===== src/rtl/vram_pkg.sv =====
// Shared definitions for the video RAM fill engine: geometry, color
// encodings, fill FSM states and the fill range check.
package vram_pkg;

  localparam int ADDR_W     = 16;
  localparam int COLOR_W    = 3;
  localparam int VRAM_DEPTH = 2400;

  // 3-bit {R,G,B} color encodings used by the VGA instruction path
  localparam logic [COLOR_W-1:0] COLOR_BLACK   = 3'd0;
  localparam logic [COLOR_W-1:0] COLOR_BLUE    = 3'd1;
  localparam logic [COLOR_W-1:0] COLOR_GREEN   = 3'd2;
  localparam logic [COLOR_W-1:0] COLOR_CYAN    = 3'd3;
  localparam logic [COLOR_W-1:0] COLOR_RED     = 3'd4;
  localparam logic [COLOR_W-1:0] COLOR_MAGENTA = 3'd5;
  localparam logic [COLOR_W-1:0] COLOR_YELLOW  = 3'd6;
  localparam logic [COLOR_W-1:0] COLOR_WHITE   = 3'd7;

  typedef enum logic [1:0] {
    IDLE = 2'd0,
    FILL = 2'd1,
    DONE = 2'd2
  } fill_state_e;

  // A fill is legal when the range is non-empty and lies inside video RAM.
  // Arguments are zero-extended addresses, so the comparisons are unsigned.
  function automatic logic fill_range_ok(input logic [31:0] first,
                                         input logic [31:0] last,
                                         input logic [31:0] depth);
    return (first <= last) && (last < depth);
  endfunction

endpackage


===== src/rtl/vram_fill_controller.sv =====
// Hardware fill engine and write-port arbiter for the single video RAM
// write port. CPU pixel writes always win; the fill engine writes one
// pixel per free cycle from first to last inclusive.
module vram_fill_controller
  import vram_pkg::*;
#(
  parameter int ADDR_W     = vram_pkg::ADDR_W,
  parameter int COLOR_W    = vram_pkg::COLOR_W,
  parameter int VRAM_DEPTH = vram_pkg::VRAM_DEPTH
) (
  input  logic               Clock,
  input  logic               Reset,
  input  logic               iCpuWe,
  input  logic [ADDR_W-1:0]  iCpuAddr,
  input  logic [COLOR_W-1:0] iCpuColor,
  input  logic               iFillStart,
  input  logic [ADDR_W-1:0]  iFillFirst,
  input  logic [ADDR_W-1:0]  iFillLast,
  input  logic [COLOR_W-1:0] iFillColor,
  input  logic               iFillAbort,
  output logic               oFillBusy,
  output logic               oFillDone,
  output logic               oFillError,
  output logic               oVramWe,
  output logic [ADDR_W-1:0]  oVramAddr,
  output logic [COLOR_W-1:0] oVramData
);

  fill_state_e        state_r, state_s;
  logic [ADDR_W-1:0]  cur_r, cur_s;
  logic [ADDR_W-1:0]  last_r, last_s;
  logic [COLOR_W-1:0] color_r, color_s;
  logic               vram_we_r, vram_we_s;
  logic [ADDR_W-1:0]  vram_addr_r, vram_addr_s;
  logic [COLOR_W-1:0] vram_data_r, vram_data_s;
  logic               busy_r, busy_s;
  logic               done_r, done_s;
  logic               error_r, error_s;
  logic               range_ok_s;

  assign range_ok_s = fill_range_ok(32'(iFillFirst), 32'(iFillLast), 32'(VRAM_DEPTH));

  // Next-state, fill counter and write-port arbitration
  always_comb begin
    state_s     = state_r;
    cur_s       = cur_r;
    last_s      = last_r;
    color_s     = color_r;
    vram_we_s   = 1'b0;
    vram_addr_s = vram_addr_r;
    vram_data_s = vram_data_r;
    done_s      = 1'b0;
    error_s     = 1'b0;

    // CPU writes own the port whenever they are present, in every state
    if (iCpuWe) begin
      vram_we_s   = 1'b1;
      vram_addr_s = iCpuAddr;
      vram_data_s = iCpuColor;
    end else begin
      vram_we_s   = 1'b0;
    end

    case (state_r)
      IDLE: begin
        if (iFillStart) begin
          if (range_ok_s) begin
            state_s = FILL;
            cur_s   = iFillFirst;
            last_s  = iFillLast;
            color_s = iFillColor;
          end else begin
            error_s = 1'b1;
          end
        end else begin
          state_s = IDLE;
        end
      end

      FILL: begin
        if (iFillAbort) begin
          // Abort leaves only the CPU write (if any) at this edge
          state_s = IDLE;
        end else if (!iCpuWe) begin
          vram_we_s   = 1'b1;
          vram_addr_s = cur_r;
          vram_data_s = color_r;
          if (cur_r == last_r) begin
            state_s = DONE;
            done_s  = 1'b1;
          end else begin
            cur_s = cur_r + ADDR_W'(1);
          end
        end else begin
          // Preempted by the CPU: the fill pointer holds
          cur_s = cur_r;
        end
      end

      DONE: begin
        state_s = IDLE;
      end

      default: begin
        state_s = IDLE;
      end
    endcase
  end

  assign busy_s = (state_s != IDLE);

  // State, fill registers and registered outputs
  always_ff @(posedge Clock) begin
    if (Reset) begin
      state_r     <= IDLE;
      cur_r       <= '0;
      last_r      <= '0;
      color_r     <= '0;
      vram_we_r   <= 1'b0;
      vram_addr_r <= '0;
      vram_data_r <= '0;
      busy_r      <= 1'b0;
      done_r      <= 1'b0;
      error_r     <= 1'b0;
    end else begin
      state_r     <= state_s;
      cur_r       <= cur_s;
      last_r      <= last_s;
      color_r     <= color_s;
      vram_we_r   <= vram_we_s;
      vram_addr_r <= vram_addr_s;
      vram_data_r <= vram_data_s;
      busy_r      <= busy_s;
      done_r      <= done_s;
      error_r     <= error_s;
    end
  end

  assign oFillBusy  = busy_r;
  assign oFillDone  = done_r;
  assign oFillError = error_r;
  assign oVramWe    = vram_we_r;
  assign oVramAddr  = vram_addr_r;
  assign oVramData  = vram_data_r;

endmodule


===== config.mk =====
export PLATFORM = sky130hd
export DESIGN_NAME = vram_fill_controller
export DESIGN_NICKNAME = d
export VERILOG_FILES = /design/src/rtl/vram_pkg.sv /design/src/rtl/vram_fill_controller.sv
export SDC_FILE = /design/constraint.sdc
export NUM_CORES = 1
export LEC_CHECK = 0
export ABC_CLOCK_PERIOD_IN_PS = 2000
export BUFFER_PORTS_ARGS = -buffer_cell sky130_fd_sc_hd__clkbuf_2
export CORE_MARGIN = 8
export CORE_UTILIZATION = 49
export DETAILED_ROUTE_END_ITERATION = 12
export PLACE_DENSITY_LB_ADDON = 0.05
export SKIP_LAST_GASP = 1
export SLEW_MARGIN = 20
export SYNTH_ARGS = -nofsm -noshare
export SYNTH_HDL_FRONTEND = slang
export SYNTH_SLANG_ARGS = --single-unit

===== constraint.sdc =====
create_clock -name Clock -period 2 [get_ports Clock]
set_input_delay 0.2 -clock Clock [delete_from_list [all_inputs] [get_ports Clock]]
set_output_delay 0.2 -clock Clock [all_outputs]
set_load 0.02 [all_outputs]

Word level (Yosys, flattened, before mapping):

Cells that the tools add are included.

* RAM bits: 0
* word-level logic and storage cells: 57
* input port bits: 59
* output and inout bits: 23
* memories kept: 0
* latch bits: 0
* flip-flop bits (word level): 60
* bits in read-only memories: 0

* divide/modulo/power cells: 0
* $mul: 0
* shifts and indexed selects: 0
* $lt $le $gt $ge: 2
* reduce and logical (&&, ||, !) cells: 8
* bitwise logic cells: 3
* mux-type cells: 26
* add/sub/neg operators: 1
* equal/unequal tests: 7

Operators with widths (count)
* two-way mux 16 bit: 9
* case mux 16 bit (2 select lines): 1
* adder 16 x 1 -> 16 bit (second input constant): 1
* equality test 16 bit: 1
* <= comparator 16 bit: 1
* less-than comparator 16 x 12 -> 1 bit (second input constant): 1
* two-way mux 3 bit: 4
* two-way mux 2 bit: 5
* inequality test 2 bit (second input constant): 5
* two-way mux 1 bit: 6
* AND reduction 6 bit: 1
* case mux 2 bit (2 select lines): 1
* nonzero test 2 bit: 2
* OR reduction 4 bit: 1
* inverter 1 bit: 3
* AND reduction 3 bit: 1
* OR reduction 3 bit: 1
* equality test 2 x 1 -> 1 bit (second input constant): 1
* logical NOT 2 bit: 1
* logical AND 1 bit: 1

Logic depth before layout (Yosys ltp):

Gate-level depths: netlist of run 1.

* word-level depth: 6
* gate-level depth with buffers: 9
* gate-level depth less buffers: 8

Worst setup path before layout of run 1:

Ideal clock, no wire load.

* path type: input -> register
* from: input port iFillLast[11]
* to: register cur_r[14]
* buffers on the path: 1
* stages: 9
* path slack: 18 ps
* arrival: 1843 ps
* setup time: 139 ps
* path through: inv_1 -> ha_1 -> nand4_1 -> nor4_1 -> nor4b_4 -> a21oi_4 -> buf_8 -> a22oi_2 -> o32ai_2

* word-level cells in the longest chain between the ends: 4
* elaborated cells on any way between the ends: 5
* classes of those cells: order compare: 2; eq/ne: 1; reduce/logical: 2

RTL lines
* from (decl): line vram_fill_controller.sv:18 `input logic [ADDR_W-1:0] iFillLast,`
* <= comparator 16 bit / less-than comparator 16 x 12 -> 1 bit (equally long branches): line vram_pkg.sv:30 `return (first <= last) && (last < depth);`
* logical AND 1 bit *: line vram_pkg.sv:30
* inequality test 2 bit (no source line) *
* AND reduction 6 bit (no source line) *
* to (signal assigned): line vram_fill_controller.sv:127 `cur_r <= cur_s;`
* to (decl): line vram_fill_controller.sv:30 `logic [ADDR_W-1:0] cur_r, cur_s;`

Every way passes the cells marked *; elsewhere a longest branch is shown, timed or not.
A chain may end at the register's enable or synchronous reset.

Final worst setup path of run 1:

* from: register cur_r[1]
* to: register cur_r[13]

* word-level cells in the longest chain between the ends: 5
* elaborated cells on any way between the ends: 8
* classes of those cells: add/sub: 1; eq/ne: 2; mux: 4; reduce/logical: 1

RTL lines
* adder 16 x 1 -> 16 bit: line vram_fill_controller.sv:92 `cur_s = cur_r + ADDR_W'(1);`
* two-way mux 16 bit: line vram_fill_controller.sv:88 `if (cur_r == last_r) begin`
* two-way mux 16 bit: line vram_fill_controller.sv:84 `end else if (!iCpuWe) begin`
* two-way mux 16 bit: line vram_fill_controller.sv:81 `if (iFillAbort) begin`
* case mux 16 bit (2 select lines): line vram_fill_controller.sv:64 `case (state_r)`

Several ways; a longest one is shown, not always the timed one. The select of a mux whose other input is x is not followed.

==> results.py, run 1 <==
metrics = {
    "timing": {
        "post-route-period-util": 1.048,
        "fin_ws_ps": -95.44,
        "fin_setup_tns_ps": -861.8,
        "final_max_slew_viol_count": 0,
        "hold_violations": 0,
        "slew_headroom": 0.6637,
        "tightest_slew_ps": 504.4,
        "rsz0062_at_grt": "true",
        "period_needed_ps": 2095,
        "setup_viol_count_final": 12,
        "fin_skew_ps": 8.938,
        "fmax_mhz": 477.2,
    },
    "global_routing": {
        "gr-total-overflow": 0,
        "antenna_found_initial": 0,
        "grt_max_degree": 48,
        "grt_pass1_wl_um": 17630,
        "grtUsageTotal": 0.2141,
        "grt_pass1_vias": 3684,
    },
    "clock_network": {
        "cts-htree-levels": 3,
        "cts-root-buf": "clkbuf_8",
        "clock_latency_ps": 340,
        "ctsLongestPathBuffers": 2,
        "cts_made_buffers": 9,
        "cts_tree": "done",
        "cts_num_sinks": 60,
        "clkTransAtPathRegs_ps": 70,
    },
    "floorplan": {
        "coreArea_sq_um": 7292,
        "rows": 31,
        "die-width_um": 102.9,
        "start_util": 0.5072,
        "die_h_um": 102.9,
        "dieArea_sq_um": 10580,
        "io_pins": 82,
    },
    "detailed_routing": {
        "drc": 0,
        "vias": 3796,
        "drt_iter0_markers": 170,
        "firstDrtPassIters": 4,
        "wl_per_cell_um": 16.44,
        "drt-total-wl_um": 11260,
        "final_antenna_net_count": 0,
        "vias_per_cell": 5.542,
    },
    "outcome": {
        "status": "complete, but fails checks",
        "violations": "setup timing",
    },
    "setup_path": {
        "path_cells": "xor2_2 > nor4_4 > nand4_4 > buf_6 > a21o_4 > o21ai_4 > clkbuf_16 > o32ai_2",
        "crit_required_ps": 2210,
        "cp.depth": 8,
        "rrSetupSlack_ps": -100,
        "r2r-start": "cur_r[1]$_SDFFE_PP0P_",
        "crit_family": "simple AND/OR/NAND/NOR gates",
        "cp_data_arrival_time_ps": 2310,
        "critPathCaptureType": "flip-flop",
        "worstReg2RegEnd": "cur_r[13]$_SDFFE_PP0P_",
        "cp-startpoint": "cur_r[1]$_SDFFE_PP0P_",
        "max_stage_delay_ps": 420,
        "crit_buf_inv": 2,
        "start_kind": "flip-flop",
        "crit_slowest_cell": "nor4_4",
        "critical_path_class": "reg2reg",
        "critPathCapture": "cur_r[13]$_SDFFE_PP0P_",
        "crit_fanout": 5,
        "ff2ff_path_depth": 8,
    },
    "place": {
        "gp_congestion": 0.9065,
        "io_buffers": 81,
        "place_ws_ps": -380.8,
        "placed_cell_area_sq_um": 4632,
        "dp_hpwl_um": 8302,
    },
    "synth": {
        "synth.most_common_cell": "a21oi_1",
        "synth_cells": 440,
        "synth.area.top_cells": "dfxtp_1 (32%), a21oi_1 (8.7%), ha_1 (5.8%), nand2_1 (5.6%), mux2i_1 (4.1%)",
        "synth_cell_types": 52,
        "yosysSeqAreaShare": 0.3248,
        "ys_ff_latch": 60,
        "avgSynthCellArea_sq_um": 8.406,
        "syn_nets": 516,
        "synth_top_area_share": 0.3248,
        "yosysTopAreaCell": "dfxtp_1",
        "synthFlopType": "dfxtp_1",
        "ys.warnings.count": 0,
        "syn_area_sq_um": 3699,
        "yosys-top-cells-count": "a21oi_1 (64), dfxtp_1 (60), nand2_1 (55)",
        "async_reset_ff_frac": 0,
        "synth_edf_count": 0,
    },
    "layout": {
        "drive_above_1_share": 0.3703,
        "diodes": 0,
        "final_util": 0.6809,
        "final_nets": 659,
        "final_area_sq_um": 4965,
        "syn2layout_area_growth_pct": 34.24,
    },
    "power": {
        "p_clk_frac": 0.404,
        "vdd_drop_max_mv": 0.4669,
        "switching_share": 0.2537,
        "share_seq_of_total_power": 0.431,
        "intPower_mw": 2.139,
        "p_leak_nw": 2.227,
        "powerDensity_nw_per_um2": 577.4,
        "p_switching_mw": 0.7272,
        "p_comb_frac": 0.164,
        "power_mw": 2.867,
    },
    "run": {
        "maxCapViolCount": 0,
    },
    "worst_hold_path": {
        "min_path_type": "in2reg",
    },
}
==> final cells by class <==
class                      count  area, sq um
sequential                    60         1202
timing repair buffer         161         1040
tap                           99        123.9
fill                         679         2327
multi-input combinational    323         2285
inverter                      28        105.1
clock buffer                  13        178.9
clock inverter                 1        30.03
==> power by group through the flow <==
stage	combinational, mW	sequential (mW)	clock (mW)
5_1_grt	0.518	1.24	1.24
3_5_place_dp	0.449	1.26	0
3_3_place_gp	0.441	1.26	0
4_1_cts	0.460	1.24	1.18
6_report	0.471	1.24	1.16
2_1_floorplan	0.201	1.29	0
==> how the worst min path moves through the flow <==
stage	startpoint	cells after the start	slack [ps]	to
detailed placement	iCpuColor[1]	3	440	oVramData[1]$_SDFF_PP0_
finish	iCpuAddr[0]	3	90	oVramAddr[0]$_SDFF_PP0_
global route	iCpuColor[1]	3	90	oVramData[1]$_SDFF_PP0_
global placement	iCpuAddr[14]	3	430	oVramAddr[14]$_SDFF_PP0_
floorplan	iCpuAddr[14]	2	340	oVramAddr[14]$_SDFF_PP0_
CTS	iCpuAddr[14]	3	80	oVramAddr[14]$_SDFF_PP0_
==> routing by layer <==
layer  GRT usage  wire [um]
met1      0.2580       4709
met3     0.03781        629
met2      0.3692       5709
met5           0          0
met4     0.08120        209
==> kinds of logic after synthesis <==
family | after synthesis | share of synthesized area
multiplexers | 15 | 0.04059
XOR/XNOR | 16 | 0.03992
AND/OR/NAND/NOR | 142 | 0.2128
AO/OA/AOI/OAI | 132 | 0.2517
adder cells (fa/ha/maj) | 17 | 0.05751
flip-flops | 60 | 0.3248
buffers and inverters | 58 | 0.07273
==> timing repair <==
action | 4_1_cts | 5_1_grt
gates cloned | 1 | 1
resized for setup | 2 | 7
hold buffers | 0 | 0
pin swaps | 3 | 3
setup endpoints to repair | 9 | 31
buffers inserted | 2 | 3
==> cell usage in the layout, fill, tap and decap left out, types with 3 or more instances in the layout <==
cell type and instances:
clkbuf_2 81, buf_4 77, a21oi_1 64, dfxtp_1 59, nand2_1 55, nor2_1 30, inv_1 27, o21ai_0 26
ha_1 17, mux2i_1 15, xor2_1 14, clkbuf_8 13, nand4_1 9, nor3_1 9, o32ai_2 9, a22oi_2 8
nor3b_1 7, nand3_1 6, o21a_1 4, nand2b_1 3, nor4_2 3, a31oi_1 3, nor4_4 3, a41oi_1 3
o221a_1 3
==> worst reg2reg max path: stages, from the launching register on <==
cell and delay (ps):
dfxtp_2 340, xor2_2 190, nor4_4 420, nand4_4 180, buf_6 170, a21o_4 210, o21ai_4 210, clkbuf_16 200
o32ai_2 60
==> state kept, by name, indices dropped and copies added, names as in the netlist <==
name / flops
cur_r: 16
oVramData: 3
oFillError: 1
oFillBusy: 1
oFillDone: 1
color_r: 3
oVramWe: 1
oVramAddr: 16
state_r: 2
last_r: 16
==> stage by stage <==
step | std cells | hold slack [ps]
final | 685 | 89.20
after global routing | 685 | 93.99
after CTS | 681 | 78.81
after detailed placement | 664 | 441.2
after global placement | 664 | 427.5
after floorplan | 440 | 339.5
Power figures use the tool's default switching activity.
==> inputs of run 2 (changes only) <==
Settings changed: ABC_CLOCK_PERIOD_IN_PS 2000 to 2500, CORE_UTILIZATION 49 to 55.
Clock period 2 ns to 2.5 ns, I/O delays scaled along.
==> run 2 against run 1 <==
The run now ends clean. Non-clock buffer count shrank 59. Worst setup slack gained 290 ps. Register-to-register slack improved by 320 ps. Critical path type is now in2reg. Highest routed layer unchanged.
==> results.py, run 2 (synthesis results as in run 1) <==
metrics = {
    "power": {
        "p_leak_nw": 1.920,
        "vdd_drop_max_mv": 0.3468,
        "power_mw": 2.288,
        "powerDensity_nw_per_um2": 517.5,
    },
    "timing": {
        "slew_headroom": 0.5265,
        "fin_skew_ps": 5.766,
        "tightest_slew_ps": 710.1,
        "post-route-period-util": 0.9236,
        "period_needed_ps": 2309,
        "rsz0062_at_grt": "false",
        "final_max_slew_viol_count": 0,
        "hold_violations": 0,
        "setup_viol_count_final": 0,
        "fmax_mhz": 433.1,
    },
    "place": {
        "io_buffers": 81,
        "placed_cell_area_sq_um": 4198,
        "gp_congestion": 0.9307,
        "dp_hpwl_um": 7775,
        "dp_cells": 592,
    },
    "floorplan": {
        "die_h_um": 98.01,
        "io_pins": 82,
        "start_util": 0.5567,
        "dieArea_sq_um": 9605,
        "coreArea_sq_um": 6644,
        "rows": 30,
        "die-width_um": 98.01,
    },
    "setup_path": {
        "crit_buf_inv": 2,
        "crit_fanout": 14,
        "crit_slowest_cell": "nor4_1",
        "critical_path_class": "in2reg",
        "crit_required_ps": 2760,
        "start_kind": "primary input",
        "max_stage_delay_ps": 550,
        "critPathCaptureType": "flip-flop",
        "cp_data_arrival_time_ps": 2570,
        "crit_family": "simple AND/OR/NAND/NOR gates",
        "path_cells": "clkbuf_2 > inv_1 > ha_1 > nand4_2 > nor4_1 > nor4b_4 > a21oi_4 > a22o_1 > a221oi_2",
    },
    "global_routing": {
        "grtUsageTotal": 0.2184,
        "gr-total-overflow": 0,
        "grt_pass1_vias": 3341,
        "antenna_found_initial": 0,
        "grt_pass1_wl_um": 16980,
        "grt_max_degree": 41,
    },
    "layout": {
        "syn2layout_area_growth_pct": 19.52,
        "fin_cells": 608,
        "final_area_sq_um": 4420,
        "drive_above_1_share": 0.2917,
        "final_common_cell": "clkbuf_2",
        "layout_common_cells": "clkbuf_2 (81), a21oi_1 (64), dfxtp_1 (60)",
        "final_nets": 599,
        "diodes": 0,
    },
    "clock_network": {
        "clock_latency_ps": 350,
        "clkTransAtPathRegs_ps": 80,
        "postCtsSetupBuffers": 0,
        "cts_tree": "done",
        "cts-root-buf": "clkbuf_8",
        "cts-htree-levels": 3,
        "cts_num_sinks": 60,
        "cts_made_buffers": 9,
        "ctsLongestPathBuffers": 2,
        "ctsHoldBuffers": 0,
        "post_cts_resized": 0,
    },
    "run": {
        "maxCapViolCount": 0,
    },
    "detailed_routing": {
        "drc": 0,
        "wl_per_cell_um": 16.97,
        "firstDrtPassIters": 5,
        "vias_per_cell": 5.668,
        "vias": 3446,
        "drt_iter0_markers": 279,
        "drt-total-wl_um": 10320,
        "final_antenna_net_count": 0,
    },
    "outcome": {
        "status": "completed",
    },
    "worst_hold_path": {
        "min_path_type": "in2reg",
    },
}
[run 2: cell types whose count changed in the layout (fill, tap and decap cells not counted), sizes merged]
cell      before  now
clkbuf        95   90
clkinv         1    4
a21oi         66   65
bufinv         1    2
buf           79   21
inv           27   28
clkinvlp       0    1
[run 2: routing by layer]
layer	up-vias	GRT usage	share of wire
li1	1735	-	-
met1	1580	0.2777	0.45
met2	110	0.3419	0.47
met3	21	0.05477	0.060
met4	0	0.09233	0.020
met5	-	0	0
[run 2: cell type report]
class                   instances  area [sq um]
clock inverters                 7         98.84
multi-input cells             322          2228
well taps                      80         100.1
fillers                       595          2223
repair buffers                102         563.0
clock buffers                   9         123.9
inverters                      28         105.1
flip-flops and latches         60          1201
[run 2: path summary, 6_finish.rpt]
check	endpoint	depth (start not counted)	from	slack [ps]
worst max-delay path	cur_r[12]$_SDFFE_PP0P_	9	iFillLast[14]	190
worst min-delay path	color_r[1]$_SDFFE_PP0P_	3	iFillColor[1]	120
worst max register to register	cur_r[5]$_SDFFE_PP0P_	6	last_r[4]$_SDFFE_PP0P_	220
worst min register to register	color_r[1]$_SDFFE_PP0P_	2	color_r[1]$_SDFFE_PP0P_	460
[run 2: worst min-delay path: stages]
cell,delay (ps)
clkbuf_2,80
nand2_1,40
mux2i_1,50
[run 2: metrics by stage]
| stage | TNS [ps] | utilization | hold slack [ps] | worst slack (ps) |
|---|---|---|---|---|
| finish | 0 | 0.6653 | 118.1 | 190.9 |
| global route | 0 | 0.6653 | 118.1 | 17.36 |
| CTS | 0 | 0.6653 | 114.4 | 224.0 |
| detailed placement | -386.5 | 0.6318 | 451.0 | -102.4 |
| global placement | -214.3 | 0.6318 | 446.2 | -82.76 |
| floorplan | 0 | - | 389.5 | 467.6 |
[run 2: where the power goes]
group | leakage, nW | switching, mW | internal (mW)
registers | 0.488 | 0.0112 | 0.977
logic | 1.32 | 0.180 | 0.120
clock network | 0.110 | 0.433 | 0.566
